## src/rtl/window_buffer3x3.sv

```systemverilog
// Same-padded 3x3 window generator for a raster pixel stream of a W x W map.
// Two line buffers feed a 3x3 shift array; out-of-map taps are forced to +0.0.
module window_buffer3x3 #(
  parameter int DATA_WIDTH  = 32,
  parameter int IMAGE_WIDTH = 4
) (
  input  logic                    clk,
  input  logic                    rst,
  input  logic                    i_valid,
  input  logic [DATA_WIDTH-1:0]   i_data,
  output logic                    o_valid,
  output logic [9*DATA_WIDTH-1:0] o_window,
  output logic                    o_last,
  output logic                    o_busy
);

  localparam int CW = (IMAGE_WIDTH > 1) ? $clog2(IMAGE_WIDTH) : 1;
  localparam int FW = $clog2(IMAGE_WIDTH + 1);
  localparam logic [CW-1:0] LAST    = CW'(IMAGE_WIDTH - 1);
  localparam logic [FW-1:0] FL_LAST = FW'(IMAGE_WIDTH);

  typedef enum logic [1:0] {S_IDLE, S_RUN, S_FLUSH} state_t;

  state_t state, state_nx;

  logic [CW-1:0] in_row, in_col, out_row, out_col;
  logic [FW-1:0] fl_cnt;

  logic [DATA_WIDTH-1:0] lb0 [IMAGE_WIDTH];
  logic [DATA_WIDTH-1:0] lb1 [IMAGE_WIDTH];
  logic [DATA_WIDTH-1:0] win_p0 [3][3];
  logic [DATA_WIDTH-1:0] col_p0 [3];
  logic [8:0]            keep_p0;

  logic       accept, flush_step, step, in_last, emit;
  logic [2:0] row_ok, col_ok;
  logic [8:0] mask;

  assign accept     = i_valid && (state != S_FLUSH);
  assign flush_step = (state == S_FLUSH);
  assign step       = accept || flush_step;
  assign in_last    = (in_row == LAST) && (in_col == LAST);
  // A window is due once the pixel diagonally below-right of its centre arrives.
  assign emit       = flush_step ||
                      (accept && (in_row != '0) && !((in_row == CW'(1)) && (in_col == '0)));
  assign o_busy     = flush_step;

  always_comb begin
    row_ok = {out_row != LAST, 1'b1, out_row != '0};
    col_ok = {out_col != LAST, 1'b1, out_col != '0};
    mask   = '0;
    for (int dr = 0; dr < 3; dr++)
      for (int dc = 0; dc < 3; dc++)
        mask[3*dr+dc] = row_ok[dr] & col_ok[dc];
  end

  always_comb begin
    col_p0[0] = lb0[in_col];
    col_p0[1] = lb1[in_col];
    col_p0[2] = flush_step ? '0 : i_data;
  end

  always_comb begin
    state_nx = state;
    case (state)
      S_IDLE:  if (accept) state_nx = S_RUN;
      S_RUN:   if (accept && in_last) state_nx = S_FLUSH;
      S_FLUSH: if (fl_cnt == FL_LAST) state_nx = S_IDLE;
      default: state_nx = S_IDLE;
    endcase
  end

  always_ff @(posedge clk) begin
    if (rst) begin
      state   <= S_IDLE;
      in_row  <= '0;
      in_col  <= '0;
      out_row <= '0;
      out_col <= '0;
      fl_cnt  <= '0;
      o_valid <= 1'b0;
      o_last  <= 1'b0;
      keep_p0 <= '0;
    end else begin
      state   <= state_nx;
      o_valid <= emit;
      o_last  <= emit && (out_row == LAST) && (out_col == LAST);
      if (step) keep_p0 <= emit ? mask : '0;
      if (accept) begin
        in_col <= (in_col == LAST) ? '0 : in_col + CW'(1);
        if (in_col == LAST) in_row <= (in_row == LAST) ? '0 : in_row + CW'(1);
      end
      if (flush_step) begin
        fl_cnt <= (fl_cnt == FL_LAST) ? '0 : fl_cnt + FW'(1);
        if (fl_cnt == FL_LAST) in_col <= '0;
        else                   in_col <= (in_col == LAST) ? '0 : in_col + CW'(1);
      end
      if (emit) begin
        out_col <= (out_col == LAST) ? '0 : out_col + CW'(1);
        if (out_col == LAST) out_row <= (out_row == LAST) ? '0 : out_row + CW'(1);
      end
    end
  end

  // Stage p0: line buffers age by one row, window array shifts one column left.
  always_ff @(posedge clk) begin
    if (accept) begin
      lb0[in_col] <= lb1[in_col];
      lb1[in_col] <= i_data;
    end
    if (step) begin
      for (int dr = 0; dr < 3; dr++) begin
        win_p0[dr][0] <= win_p0[dr][1];
        win_p0[dr][1] <= win_p0[dr][2];
        win_p0[dr][2] <= col_p0[dr];
      end
    end
  end

  always_comb begin
    o_window = '0;
    for (int dr = 0; dr < 3; dr++)
      for (int dc = 0; dc < 3; dc++)
        o_window[(3*dr+dc)*DATA_WIDTH +: DATA_WIDTH] =
          keep_p0[3*dr+dc] ? win_p0[dr][dc] : '0;
  end

endmodule

```

## config.mk

```make
export PLATFORM = sky130hd
export DESIGN_NAME = window_buffer3x3
export DESIGN_NICKNAME = d
export VERILOG_FILES = /design/src/rtl/window_buffer3x3.sv
export SDC_FILE = /design/constraint.sdc
export NUM_CORES = 1
export LEC_CHECK = 0
export BUFFER_PORTS_ARGS = -buffer_cell sky130_fd_sc_hd__buf_2
export CAP_MARGIN = 20
export CORE_UTILIZATION = 45
export CTS_CLUSTER_DIAMETER = 30
export DETAILED_ROUTE_END_ITERATION = 8
export GPL_TIMING_DRIVEN = 1
export PLACE_DENSITY_LB_ADDON = 0.08
export SYNTH_ARGS = -nofsm -noshare
export SYNTH_HDL_FRONTEND = slang
export SYNTH_SLANG_ARGS = --single-unit
```

## constraint.sdc

```tcl
create_clock -name clk -period 11.9 [get_ports clk]
set_clock_uncertainty 0.2 [all_clocks]
set_input_delay 0.595 -clock clk [delete_from_list [all_inputs] [get_ports clk]]
set_output_delay 0.595 -clock clk [all_outputs]
set_load 0.02 [all_outputs]
```

* After elaboration in Yosys (flattened, before gate mapping) *
Memory sizes are Yosys's and may differ from the RTL's. A register that Yosys moved wholly into a read port is not among the register bits.
Cells that the tools add are included.

word-level totals
  input bits = 35
  bits in writable memories = 544
  register bits = 24
  memories kept = 3
  output and inout bits = 291

memory list
  memory  words  width  read ports  clocked after memory_dff  wr ports  line  RTL
  win_p0  3      96     3           0                         3         31    logic [DATA_WIDTH-1:0] win_p0 [3][3];
  lb0     4      32     1           1                         1         29    logic [DATA_WIDTH-1:0] lb0 [IMAGE_WIDTH];
  lb1     4      32     1           1                         1         30    logic [DATA_WIDTH-1:0] lb1 [IMAGE_WIDTH];

cells by class
  reduce and logical (&&, ||, !) cells = 20
  equal/unequal tests = 14
  mux-type cells = 31
  $add $sub $neg = 5
  bitwise operators = 4

operator list
  cell                   count
  $mux W32               10
  $mux W2                14
  $eq A2 B2 Y1 const B   5
  $ne A2 B2 Y1 const B   5
  $mux W9                1
  $add A2 B1 Y2 const B  4
  $logic_and A1 B1 Y1    8
  $reduce_bool A2 Y1     4
  $pmux W2 S3            1
  $and A1 B1 Y1          4
  $eq A2 B1 Y1 const B   2
  $logic_not A2 Y1       2
  $mux W1                4
  $reduce_and A2 Y1      2
  $add A3 B1 Y3 const B  1
  $eq A3 B3 Y1 const B   1
  $mux W3                1
  $reduce_and A3 Y1      1
  $logic_or A1 B1 Y1     2
  $ne A2 B1 Y1 const B   1
  $logic_not A1 Y1       1

* Longest topological paths before layout *
Gate-level depths: netlist of the first run.

  depth in word-level cells = 7
  depth in mapped cells = 7
  mapped depth without buffers = 6

* Least setup slack after synthesis of the first run *
No wires, ideal clock.

  kind = in2reg
  from = input i_valid
  to = register (tool-made name)
  path buffers = 1
  cell stages on the path = 4
  library setup time = 0.415 ns
  arrival time = 6.662 ns
  data required time = 11.285 ns
  path slack = 4.623 ns
  path through = buf_2 > nor2_1 > inv_1 > o32ai_1

RTL lines
  what         line  RTL
  from (decl)  9     input logic i_valid,

==> results of run 1 <==
[per-layer routing]
metal | track usage (%) | vias to the layer above
li1 | - | 5062
met1 | 25.4 | 5510
met2 | 30.5 | 328
met3 | 5.18 | 48
met4 | 6.67 | 0
met5 | 0 | -
[worst max-delay path: stages (launching register included)]
cell                       delay, ps
sky130_fd_sc_hd__dfxtp_1         320
sky130_fd_sc_hd__nand2b_4        400
sky130_fd_sc_hd__inv_6           200
sky130_fd_sc_hd__nor2_1          130
sky130_fd_sc_hd__inv_8           610
sky130_fd_sc_hd__buf_4           790
sky130_fd_sc_hd__buf_4           400
sky130_fd_sc_hd__buf_16          360
[placed cells by master, fill, tap and decap left out, types with 2 or more instances in the layout]
cell	count
sky130_fd_sc_hd__clkbuf_16	117
sky130_fd_sc_hd__inv_16	2
sky130_fd_sc_hd__dfxtp_4	2
sky130_fd_sc_hd__o21ai_0	7
sky130_fd_sc_hd__buf_4	15
sky130_fd_sc_hd__clkbuf_1	11
sky130_fd_sc_hd__edfxtp_1	544
sky130_fd_sc_hd__nor2_1	11
sky130_fd_sc_hd__bufinv_16	22
sky130_fd_sc_hd__mux2i_1	2
sky130_fd_sc_hd__and2_1	320
sky130_fd_sc_hd__clkinv_1	17
sky130_fd_sc_hd__dlygate4sd3_1	29
sky130_fd_sc_hd__clkinv_4	5
sky130_fd_sc_hd__or2_2	2
sky130_fd_sc_hd__inv_6	9
sky130_fd_sc_hd__and3_4	3
sky130_fd_sc_hd__inv_1	12
sky130_fd_sc_hd__o32ai_1	2
sky130_fd_sc_hd__buf_2	325
sky130_fd_sc_hd__dfxtp_1	23
sky130_fd_sc_hd__clkinv_2	25
sky130_fd_sc_hd__clkinvlp_4	9
sky130_fd_sc_hd__nand3b_1	2
sky130_fd_sc_hd__a21oi_1	12
sky130_fd_sc_hd__mux4_2	64
sky130_fd_sc_hd__nand2_1	15
sky130_fd_sc_hd__nand2b_1	2
sky130_fd_sc_hd__or3_1	5
sky130_fd_sc_hd__ha_1	13
[cell families (layout without fill, tap and decap cells)]
logic type               count (synthesis)  after routing  synth area share [%]
AO/OA/AOI/OAI                           23             23                 0.681
AND/OR/NAND/NOR                        366            366                  10.6
adder cells (fa/ha/maj)                 13             13                 0.769
flip-flops                             570            570                  79.7
buffers and inverters                   64            601                  1.36
multiplexers                            66             66                  6.91
[flip-flops by register name (all words and copies together) (netlist names), named ones only]
register,cells
lb1,128
in_row,2
in_col,2
o_last,1
win_p0,288
o_valid,1
out_row,2
fl_cnt,3
out_col,2
keep_p0,9
lb0,128
state,2
[synth_stat cells (all sizes together), types with 2 or more instances]
cell type,count
a21oi,12
and2,320
and3,4
buf,17
clkbuf,32
dfxtp,26
edfxtp,544
ha,13
inv,15
mux2i,2
mux4,64
nand2,15
nand2b,3
nand3b,2
nor2,11
o21ai,7
o32ai,2
or2,2
or3,5
[cell type report]
| type | instances | area share, % |
|---|---|---|
| clock buffers | 129 | 10.7 |
| clock inverters | 87 | 3.83 |
| inverters | 15 | 0.252 |
| multi-input cells | 468 | 14.4 |
| flip-flops and latches | 570 | 60.6 |
| well taps | 607 | 2.73 |
| repair buffers | 370 | 7.39 |
[worst paths after layout]
check | start | endpoint | cells past startpoint
hold reg to reg | win_p0[0][31] | win_p0[0][63] | 0
setup reg to reg | state[0] | win_p0[0][64] | 7
setup / recovery | state[0] | win_p0[0][64] | 7
hold / removal | i_data[30] | lb1[0][30] | 1
[through the flow]
step / instance area (µm²) / hold slack [ps]
5_1_grt: 27800 / 31.5
3_5_place_dp: 23500 / 226
2_1_floorplan: 21100 / 217
3_3_place_gp: 23500 / 220
6_report: 27800 / 55.7
4_1_cts: 27800 / 23.9
[power by group through the flow]
stage	clock network (mW)	logic, mW	registers, mW
3_5_place_dp	0	0.157	2.45
3_3_place_gp	0	0.153	2.45
4_1_cts	3.36	0.165	2.42
5_1_grt	3.46	0.178	2.43
6_report	3.30	0.162	2.42
2_1_floorplan	0	0.116	2.43
==> key figures, run 1 <==
Global route
  – Initial antenna violation count: 2
  – Pin count of the biggest net entering global routing: roughly 140
  – Vias in the first global route: 11.3k
  – Congestion Overflow GR: 0
  – Wire length of the first global-routing pass: between 60,000 and 70,000 µm
  – Global-route usage over all layers: between 10% and 20%

Placed design
  – Placement-stage worst setup slack: around 7500 ps
  – Routability cong.: 0.732
  – HPWL after detailed placement: ~27,000 µm
  – Number of buffers inserted by port buffering: approximately 330
  – Cells after DPL: 2,000

Critical path
  – Critical Path AT: about 4200 ps
  – Reg2Reg Setup Slack: ~7800 ps
  – Required time of the critical path: approximately 12,000 ps
  – Endpoint class of the critical path: flop
  – Critical path startpoint category: flop
  – Largest fanout on the critical path: about 140
  – Category of the most critical setup path: flop to flop

Drt
  – Post-route DRC violation count: 0
  – Number of vias in the routed layout: 10.9k
  – Wire length on met3: between 3000 and 4000 µm
  – Uppermost signal routing layer after detailed routing: met4
  – Drt initial violations: around 700
  – First-pass DRT Iterations: 4
  – Total wirelength of the detailed-routed design: approximately 46,000 µm
  – Wire length per cell after detailed routing: slightly above 20 µm
  – Detailed-routing wirelength on met1: 19,700 µm
  – Via/cell ratio: around 4.9
  – Met2 wire len: about 22,000 µm
  – Number of nets with antenna violations after detailed routing: 0

Clock tree
  – Maximum number of buffers from clock root to sink: 3
  – Clock tree from TritonCTS: yes
  – Clock-pin transition on the worst setup and hold timing paths: around 50 ps
  – Maximum level of the CTS H-tree: 3
  – Root buffer selected by CTS: sky130_fd_sc_hd__clkbuf_16
  – Clock tree sinks: 570
  – Hold_buf cts: 29
  – Buffer count from post-CTS setup fixing: 0
  – Clock latency on the worst-skew pair: around 640 ps
  – Count of cells resized by post-cts repair: 0
  – TritonCTS buffer count: approximately 120

Power
  – Internal power: roughly 4.7 mW
  – Share of total power in combinational logic: 2.7%
  – Max VDD drop: about 0.14 mV
  – Switching Fraction: 20.1%
  – Seq pwr share: approximately two fifths
  – Areal power density over the cells: between 200 and 250 nW/µm²
  – Reported leakage power: 10.9 nW
  – Clock network power share: a little under three fifths
  – Tot Pwr: 5.88 mW
  – Sw power: roughly 1.2 mW

Hold path
  – Class of the tightest hold or removal check: input port to flop

Floorplanning
  – DIE HEIGHT: roughly 220 µm
  – Boundary pin count: 326
  – Area of the die: between 40,000 and 50,000 µm²
  – Die X: about 220 µm
  – Site Rows: 79
  – Starting density of the core: a little under half
  – Core ar.: 46,500 µm²

Synth
  – Ys async rst share: 0%
  – Dominant cell type by area after synthesis: sky130_fd_sc_hd__edfxtp_1
  – Number of synthesized register bits: 570
  – Main synth FF type: sky130_fd_sc_hd__edfxtp_1
  – Total number of yosys warnings: 0
  – Number of synthesized flops with an enable pin: around 540
  – Share of the yosys chip area belonging to registers: roughly four fifths
  – Total standard cell area after synthesis: about 21,000 µm²
  – Synth area leaders: sky130_fd_sc_hd__edfxtp_1 77%, sky130_fd_sc_hd__and2_1 9.5%, sky130_fd_sc_hd__mux4_2 6.8%
  – Number of nets produced by synthesis: about 1.2k
  – Gate count after technology mapping: ~1.1k
  – Cell variety after synth: 30
  – Area fraction of the dominant cell type after synthesis: between 70% and 80%
  – Mean instance size in the synthesized netlist: 19.2 µm²

STA
  – Number of setup violations in the final report: 0
  – Worst slew pin tran: between 1000 and 1500 ps
  – Final Hold Vio Count: 0
  – Fmax: approximately 250 MHz
  – Sum of negative setup slack: 0 ps
  – Crit share post-route: 34.2%
  – RSZ-0062 raised after global routing: no
  – Final max-slew violation count: 0
  – Max-slew headroom: ~28%
  – Slack of the critical path: between 7000 and 8000 ps
  – Post-layout minimum cycle time: just over 4000 ps

Layout
  – Final cell utilization of the core: 59.9%
  – Share of layout cells above drive strength 1: a little under two fifths
  – Number of filler cells placed in the layout: 3,523
  – Multi-input logic area: 4020 µm²
  – Synth-to-Final Area Change: 31.6%
  – Count of inserted antenna diode cells: 0
  – Combined flip-flop and latch cell area: between 15,000 and 20,000 µm²
  – Net count, final: roughly 1.6k
  – Number of non-filler instances in the completed layout: roughly 2.2k

Run
  – Max-cap violations: 0

Status
  – Outcome: finished, final reports clean
No activity file was read; power rests on OpenSTA's default activity.
==> run 2, diff against run 1 <==
clock period = 4.1 ns   (was 11.9 ns; I/O delays follow)
==> key figures, run 2 (same netlist as run 1, synthesis figures left out) <==
Status
  – Outcome: finished, final reports clean (unchanged)

Run
  – Max-cap violations: 0 (unchanged)

Critical path
  – Slowest cell on the critical path: sky130_fd_sc_hd__dfxtp_1 (was sky130_fd_sc_hd__buf_4)
  – Critical path startpoint category: flop (unchanged)
  – Endpoint class of the critical path: output pin (was flop)
  – Category of the most critical setup path: flop to output pin (was flop to flop)
  – Critical Path AT: 2330 ps (was 4160 ps)
  – Sequence of cells on the critical path: buf_4 -> and2_1 -> buf_2 (was nand2b_4 -> inv_6 -> nor2_1 -> inv_8 -> buf_4 -> buf_4 -> buf_16)
  – CP max stage delay: 890 ps (was 790 ps)
  – Largest fanout on the critical path: 21 (was 138)
  – Required time of the critical path: 3690 ps (was 11,980 ps)

Placed design
  – Total placed instance area: 23,500 µm² (about the same)
  – Number of buffers inserted by port buffering: 325 (unchanged)
  – Routability cong.: 0.718 (was 0.732)
  – Cells after DPL: 1,999 (was 2,000)
  – Placement-stage worst setup slack: 1470 ps (was 7470 ps)
  – HPWL after detailed placement: 27,600 µm (was 27,100 µm)

STA
  – Worst slew pin tran: 1130 ps (was 1090 ps)
  – Slack of the critical path: 1370 ps (was 7820 ps)
  – Final Hold Vio Count: 0 (unchanged)
  – Crit share post-route: 66.6%
  – Final max-slew violation count: 0 (unchanged)
  – Sum of negative setup slack: 0 ps (unchanged)
  – Post-layout minimum cycle time: 2730 ps
  – Final Hold Slack: 151 ps (was 55.7 ps)
  – Number of setup violations in the final report: 0 (unchanged)
  – RSZ-0062 raised after global routing: no (unchanged)
  – Fmax: 366 MHz
  – Max-slew headroom: 24.7% (was 27.6%)

Floorplanning
  – DIE HEIGHT: 219 µm (unchanged)
  – Die X: 219 µm (unchanged)
  – Core ar.: 46,500 µm² (unchanged)
  – Site Rows: 79 (unchanged)
  – Boundary pin count: 326 (unchanged)
  – Area of the die: 47,900 µm² (unchanged)
  – Starting density of the core: 45.5% (unchanged)

Layout
  – Net count, final: 1,589 (unchanged)
  – Largest register FFs: 288 (unchanged)
  – Number of non-filler instances in the completed layout: 2,246 (unchanged)
  – Most common cell after layout, fill and taps aside: sky130_fd_sc_hd__edfxtp_1 (unchanged)
  – Register with the highest flop count: win_p0 (unchanged)
  – Share of layout cells above drive strength 1: 36.8% (was 37.0%)
  – Synth-to-Final Area Change: 31.5% (was 31.6%)
  – Biggest regs: win_p0: 288 flops, lb0: 128 flops, lb1: 128 flops (unchanged)
  – Final cell utilization of the core: 59.9% (about the same)
  – Post-route standard cell area excluding fillers: 27,800 µm² (about the same)
  – Commonest cells after routing, fill and taps aside: 544 x sky130_fd_sc_hd__edfxtp_1, 325 x sky130_fd_sc_hd__buf_2, 320 x sky130_fd_sc_hd__and2_1 (unchanged)

Clock tree
  – Clock tree sinks: 570 (unchanged)
  – Maximum number of buffers from clock root to sink: 3 (unchanged)
  – Maximum level of the CTS H-tree: 3 (unchanged)
  – Root buffer selected by CTS: sky130_fd_sc_hd__clkbuf_16 (unchanged)
  – Clock latency on the worst-skew pair: 630 ps (was 640 ps)
  – TritonCTS buffer count: 112 (was 116)
  – Clock tree from TritonCTS: yes (unchanged)
  – Clock-pin transition on the worst setup and hold timing paths: 50 ps (about the same)

Drt
  – Wire length per cell after detailed routing: 20.8 µm (was 20.3 µm)
  – Total wirelength of the detailed-routed design: 46,600 µm (was 45,600 µm)
  – Number of nets with antenna violations after detailed routing: 0 (unchanged)
  – First-pass DRT Iterations: 7 (was 4)
  – Via/cell ratio: 4.94 (was 4.87)
  – Post-route DRC violation count: 0 (unchanged)
  – Number of vias in the routed layout: 11.1k (was 10.9k)
  – Drt initial violations: 808 (was 699)

Power
  – Max VDD drop: 0.420 mV (was 0.139 mV)
  – Areal power density over the cells: 606 nW/µm² (was 211 nW/µm²)
  – Reported leakage power: 10.9 nW (about the same)
  – Tot Pwr: 16.9 mW (was 5.88 mW)

Global route
  – Initial antenna violation count: 6 (was 2)
  – Pin count of the biggest net entering global routing: 175 (was 139)
  – Global-route usage over all layers: 19.5% (was 19.2%)
  – Vias in the first global route: 11.3k (about the same)
  – Congestion Overflow GR: 0 (unchanged)
  – Wire length of the first global-routing pass: 67,800 µm (was 67,400 µm)

Hold path
  – Class of the tightest hold or removal check: input port to flop (unchanged)
## run 2: cell types whose count changed in the layout (fill, tap and decap cells not counted), sizes merged
cell         change
diode            +2
clkinvlp         -2
clkinv           +3
clkbuf           -2
inv              -4
buf              -2
dlygate4sd3      +6
bufinv           -1
## run 2: timing repair
action | 4_1_cts | 5_1_grt
endpoints found under the setup margin | 0 | 0
setup buffers | 0 | 0
gates resized for setup | 0 | 0
hold endpoints to repair | 185 | 0
hold buffers | 35 | 0
## run 2: report_power, final
group / total, mW / internal [mW] / switching [mW] / leakage (nW)
clock network: 9.36 / 6.46 / 2.90 / 1.93
registers: 7.02 / 6.85 / 0.166 / 5.38
logic: 0.476 / 0.206 / 0.270 / 3.58
## run 2: critical path: cells and delay by family (launching register included)
| kind | cells | cell delay, ps |
|---|---|---|
| flip-flops | 1 | 890 |
| AND/OR/NAND/NOR | 1 | 240 |
| buffers and inverters | 2 | 560 |
## run 2: final timing paths
path,from,end,slack (ps),depth (start not counted)
min,i_data[17],lb1[2][17],150,2
max,keep_p0[6],o_window[223],1370,3
min reg2reg,win_p0[2][58],win_p0[2][90],230,0
max reg2reg,state[1],lb1[3][9],1500,4
## run 2: cell type report
class | instances | area (µm²)
clock inverters | 83 | 985
fillers | 3573 | 18700
diodes | 2 | 5.00
repair buffers | 374 | 2130
well taps | 607 | 759
clock buffers | 127 | 2960
inverters | 15 | 68.8
flip-flops and latches | 570 | 16900
multi-input cells | 468 | 4020
## run 2: layer usage
metal	vias up	track usage (%)	part of all wire [%]
met3	90	4.86	5.8
met2	344	31.1	49
met1	5614	26.0	43
met5	-	0	0
met4	0	6.69	2.1
li1	5056	-	-
==> run 3, diff against run 2 <==
ABC_AREA = 1   (was not set)
clock period = 2.8 ns   (was 4.1 ns; I/O delays follow)
==> key figures, run 3 <==
Global route
  – Vias in the first global route: 13.6k (was 11.3k)
  – Initial antenna violation count: 0 (was 6)
  – Congestion Overflow GR: 0 (unchanged)
  – Wire length of the first global-routing pass: 76,800 µm (was 67,800 µm)
  – Pin count of the biggest net entering global routing: 161 (was 175)
  – Global-route usage over all layers: 20.1% (was 19.5%)

Clock tree
  – Buffer count from post-CTS setup fixing: 0 (unchanged)
  – Clock latency on the worst-skew pair: 640 ps (was 630 ps)
  – Root buffer selected by CTS: sky130_fd_sc_hd__clkbuf_16 (unchanged)
  – Clock-pin transition on the worst setup and hold timing paths: 50 ps (about the same)
  – Count of cells resized by post-cts repair: 0 (unchanged)
  – Clock tree from TritonCTS: yes (unchanged)
  – Maximum level of the CTS H-tree: 3 (unchanged)
  – Clock tree sinks: 570 (unchanged)
  – Maximum number of buffers from clock root to sink: 3 (unchanged)
  – Hold_buf cts: 35 (unchanged)
  – TritonCTS buffer count: 120 (was 112)

Status
  – Outcome: finished, final reports clean (unchanged)

Power
  – Clock network power share: 57.4% (was 55.5%)
  – Max VDD drop: 0.639 mV (was 0.420 mV)
  – Seq pwr share: 39.2% (was 41.7%)
  – Areal power density over the cells: 904 nW/µm² (was 606 nW/µm²)
  – Switching Fraction: 20.9% (was 19.8%)
  – Reported leakage power: 13.7 nW (was 10.9 nW)
  – Share of total power in combinational logic: 3.4% (was 2.8%)
  – Internal power: 20.8 mW (was 13.5 mW)
  – Sw power: 5.51 mW (was 3.33 mW)

Critical path
  – Category of the most critical setup path: flop to output pin (unchanged)
  – End of the worst register-to-register path: lb1[0][20] (was lb1[3][9])
  – Sequence of cells on the critical path: buf_4 -> nand2_1 -> inv_1 -> buf_2 (was buf_4 -> and2_1 -> buf_2)
  – Slowest cell on the critical path: sky130_fd_sc_hd__dfxtp_1 (unchanged)
  – Sum of buffers and inverters on the critical path: 3 (was 2)
  – CP max stage delay: 710 ps (was 890 ps)
  – Depth of the worst register-to-register path: 5 (was 4)
  – Critical Path AT: 2040 ps (was 2330 ps)
  – Required time of the critical path: 2460 ps (was 3690 ps)
  – Endpoint class of the critical path: output pin (unchanged)
  – Largest fanout on the critical path: 20 (was 21)
  – Critical path startpoint category: flop (unchanged)
  – Startpoint of the worst-slack reg-to-reg timing path: state[0] (was state[1])
  – Cell family with most CP delay: flip-flops (unchanged)
  – Reg2Reg Setup Slack: 550 ps (was 1500 ps)

Drt
  – Total wirelength of the detailed-routed design: 49,600 µm (was 46,600 µm)
  – Number of nets with antenna violations after detailed routing: 0 (unchanged)
  – Wire length per cell after detailed routing: 17.1 µm (was 20.8 µm)
  – Post-route DRC violation count: 0 (unchanged)
  – First-pass DRT Iterations: 5 (was 7)
  – Drt initial violations: 891 (was 808)
  – Via/cell ratio: 4.77 (was 4.94)
  – Number of vias in the routed layout: 13.8k (was 11.1k)

Synth
  – Synth area leaders: sky130_fd_sc_hd__edfxtp_1 74%, sky130_fd_sc_hd__inv_1 6.0%, sky130_fd_sc_hd__nand2_1 5.6% (was sky130_fd_sc_hd__edfxtp_1 77%, sky130_fd_sc_hd__and2_1 9.5%, sky130_fd_sc_hd__mux4_2 6.8%)
  – Commonest cells post-synth: 544 x sky130_fd_sc_hd__edfxtp_1, 348 x sky130_fd_sc_hd__inv_1, 325 x sky130_fd_sc_hd__nand2_1 (was 544 x sky130_fd_sc_hd__edfxtp_1, 320 x sky130_fd_sc_hd__and2_1, 64 x sky130_fd_sc_hd__mux4_2)
  – Number of synthesized flops with an enable pin: 544 (unchanged)
  – Dominant cell type by area after synthesis: sky130_fd_sc_hd__edfxtp_1 (unchanged)
  – Number of synthesized register bits: 570 (unchanged)
  – Total number of yosys warnings: 0 (unchanged)
  – Cell variety after synth: 26 (was 30)
  – Area fraction of the dominant cell type after synthesis: 74.5% (was 77.3%)
  – Number of nets produced by synthesis: 1,796 (was 1,150)
  – Main synth FF type: sky130_fd_sc_hd__edfxtp_1 (unchanged)
  – Most frequent cell after synthesis: sky130_fd_sc_hd__edfxtp_1 (unchanged)
  – Total standard cell area after synthesis: 21,900 µm² (was 21,100 µm²)
  – Share of the yosys chip area belonging to registers: 76.9% (was 79.7%)
  – Mean instance size in the synthesized netlist: 12.5 µm² (was 19.2 µm²)
  – Gate count after technology mapping: 1,748 (was 1,102)
  – Ys async rst share: 0% (unchanged)

Placed design
  – Cells after DPL: 2,638 (was 1,999)
  – HPWL after detailed placement: 30,800 µm (was 27,600 µm)
  – Number of buffers inserted by port buffering: 325 (unchanged)
  – Routability cong.: 0.805 (was 0.718)

STA
  – Post-layout minimum cycle time: 2380 ps
  – Crit share post-route: 85.1%
  – Fmax: 420 MHz
  – Number of setup violations in the final report: 0 (unchanged)
  – Max-slew headroom: 35.7% (was 24.7%)
  – Final Hold Slack: 90.1 ps (was 151 ps)
  – RSZ-0062 raised after global routing: no (unchanged)
  – Final Hold Vio Count: 0 (unchanged)
  – Final max-slew violation count: 0 (unchanged)
  – Worst slew pin tran: 964 ps (was 1130 ps)

Layout
  – Number of filler cells placed in the layout: 3,788 (was 3,573)
  – Most common cell after layout, fill and taps aside: sky130_fd_sc_hd__edfxtp_1 (unchanged)
  – Largest register FFs: 288 (unchanged)
  – Biggest regs: win_p0: 288 flops, lb0: 128 flops, lb1: 128 flops (unchanged)
  – Synth-to-Final Area Change: 32.6% (was 31.5%)
  – Combined flip-flop and latch cell area: 16,900 µm² (about the same)
  – Commonest cells after routing, fill and taps aside: 544 x sky130_fd_sc_hd__edfxtp_1, 345 x sky130_fd_sc_hd__inv_1, 325 x sky130_fd_sc_hd__nand2_1, 325 x sky130_fd_sc_hd__buf_2, 173 x sky130_fd_sc_hd__nor2_1 (was 544 x sky130_fd_sc_hd__edfxtp_1, 325 x sky130_fd_sc_hd__buf_2, 320 x sky130_fd_sc_hd__and2_1)
  – Register with the highest flop count: win_p0 (unchanged)
  – Number of non-filler instances in the completed layout: 2,902 (was 2,246)
  – Count of inserted antenna diode cells: 0 (was 2)
  – Share of layout cells above drive strength 1: 25.6% (was 36.8%)
  – Multi-input logic area: 3330 µm² (was 4020 µm²)
  – Net count, final: 2,228 (was 1,589)

Floorplanning
  – Site Rows: 80 (was 79)
  – Starting density of the core: 45.7% (was 45.5%)
  – Boundary pin count: 326 (unchanged)
  – Die X: 223 µm (was 219 µm)
  – Area of the die: 49,600 µm² (was 47,900 µm²)
  – Core ar.: 47,900 µm² (was 46,500 µm²)
  – DIE HEIGHT: 223 µm (was 219 µm)

Hold path
  – Destination of the worst hold path: lb1[3][9] (was lb1[2][17])
  – Class of the tightest hold or removal check: input port to flop (unchanged)
  – Hold path cells: 2 (unchanged)
  – Startpoint of the lowest-slack hold path: i_data[9] (was i_data[17])

Run
  – Max-cap violations: 0 (unchanged)
run 3: layout make-up:
type	instances	share of cell area, %
Tap cell	615	2.65
Sequential cell	570	58.0
Clock inverter	96	4.29
Timing Repair Buffer	393	8.21
Inverter	351	4.55
Multi-Input combinational cell	744	11.4
Clock buffer	133	10.9
run 3: through the flow:
stage / TNS, ps / utilization (%) / power, mW / setup WS [ps] / instance area, µm²
final: 0 / 60.7 / 26.3 / 418 / 29100
after global routing: 0 / 60.7 / 27.1 / 278 / 29100
after CTS: 0 / 60.7 / 26.5 / 356 / 29100
after detailed placement: 0 / 50.7 / 11.3 / 532 / 24300
after global placement: 0 / 50.7 / 11.3 / 547 / 24300
after floorplan: -807290 / - / 10.9 / -2800 / 22000
run 3: logic make-up after synthesis:
group,count (synthesis),share of synthesized area [%]
xor+xnor,1,0.0399
compound gates,217,5.32
simple gates,513,8.96
buf+inv,434,8.09
fa+ha+maj,13,0.742
flops,570,76.9
run 3: worst register-to-register path, cell delays in order, from the launching register on:
cell and delay [ps]:
sky130_fd_sc_hd__dfxtp_1 380, sky130_fd_sc_hd__inv_2 60, sky130_fd_sc_hd__nand2_2 170, sky130_fd_sc_hd__nand2_1 260, sky130_fd_sc_hd__nor2_4 630, sky130_fd_sc_hd__buf_12 260
run 3: power by group through the flow:
stage          Sequential [mW]  Clock (mW)  Combinational, mW
5_1_grt                   10.4        15.7              0.985
3_5_place_dp              10.5           0              0.857
2_1_floorplan             10.4           0              0.542
3_3_place_gp              10.5           0              0.832
6_report                  10.3        15.1              0.886
4_1_cts                   10.3        15.3              0.900
run 3: worst max-delay path by stage:
stage / from / to / slack, ps / cells after the start
floorplan: state[1] / win_p0[0][0] / -2800 / 5
finish: keep_p0[3] / o_window[121] / 420 / 4
detailed placement: state[0] / lb0[0][24] / 530 / 5
CTS: keep_p0[3] / o_window[121] / 360 / 4
global placement: state[0] / lb0[0][23] / 550 / 5
global route: keep_p0[3] / o_window[115] / 280 / 4
run 3: metal layers:
layer	track usage (%)	vias to the layer above	wire [µm]
met1	29.4	6684	23700
met5	0	-	0
met3	4.24	58	3050
met4	7.30	0	806
met2	29.7	408	22000
li1	-	6679	-
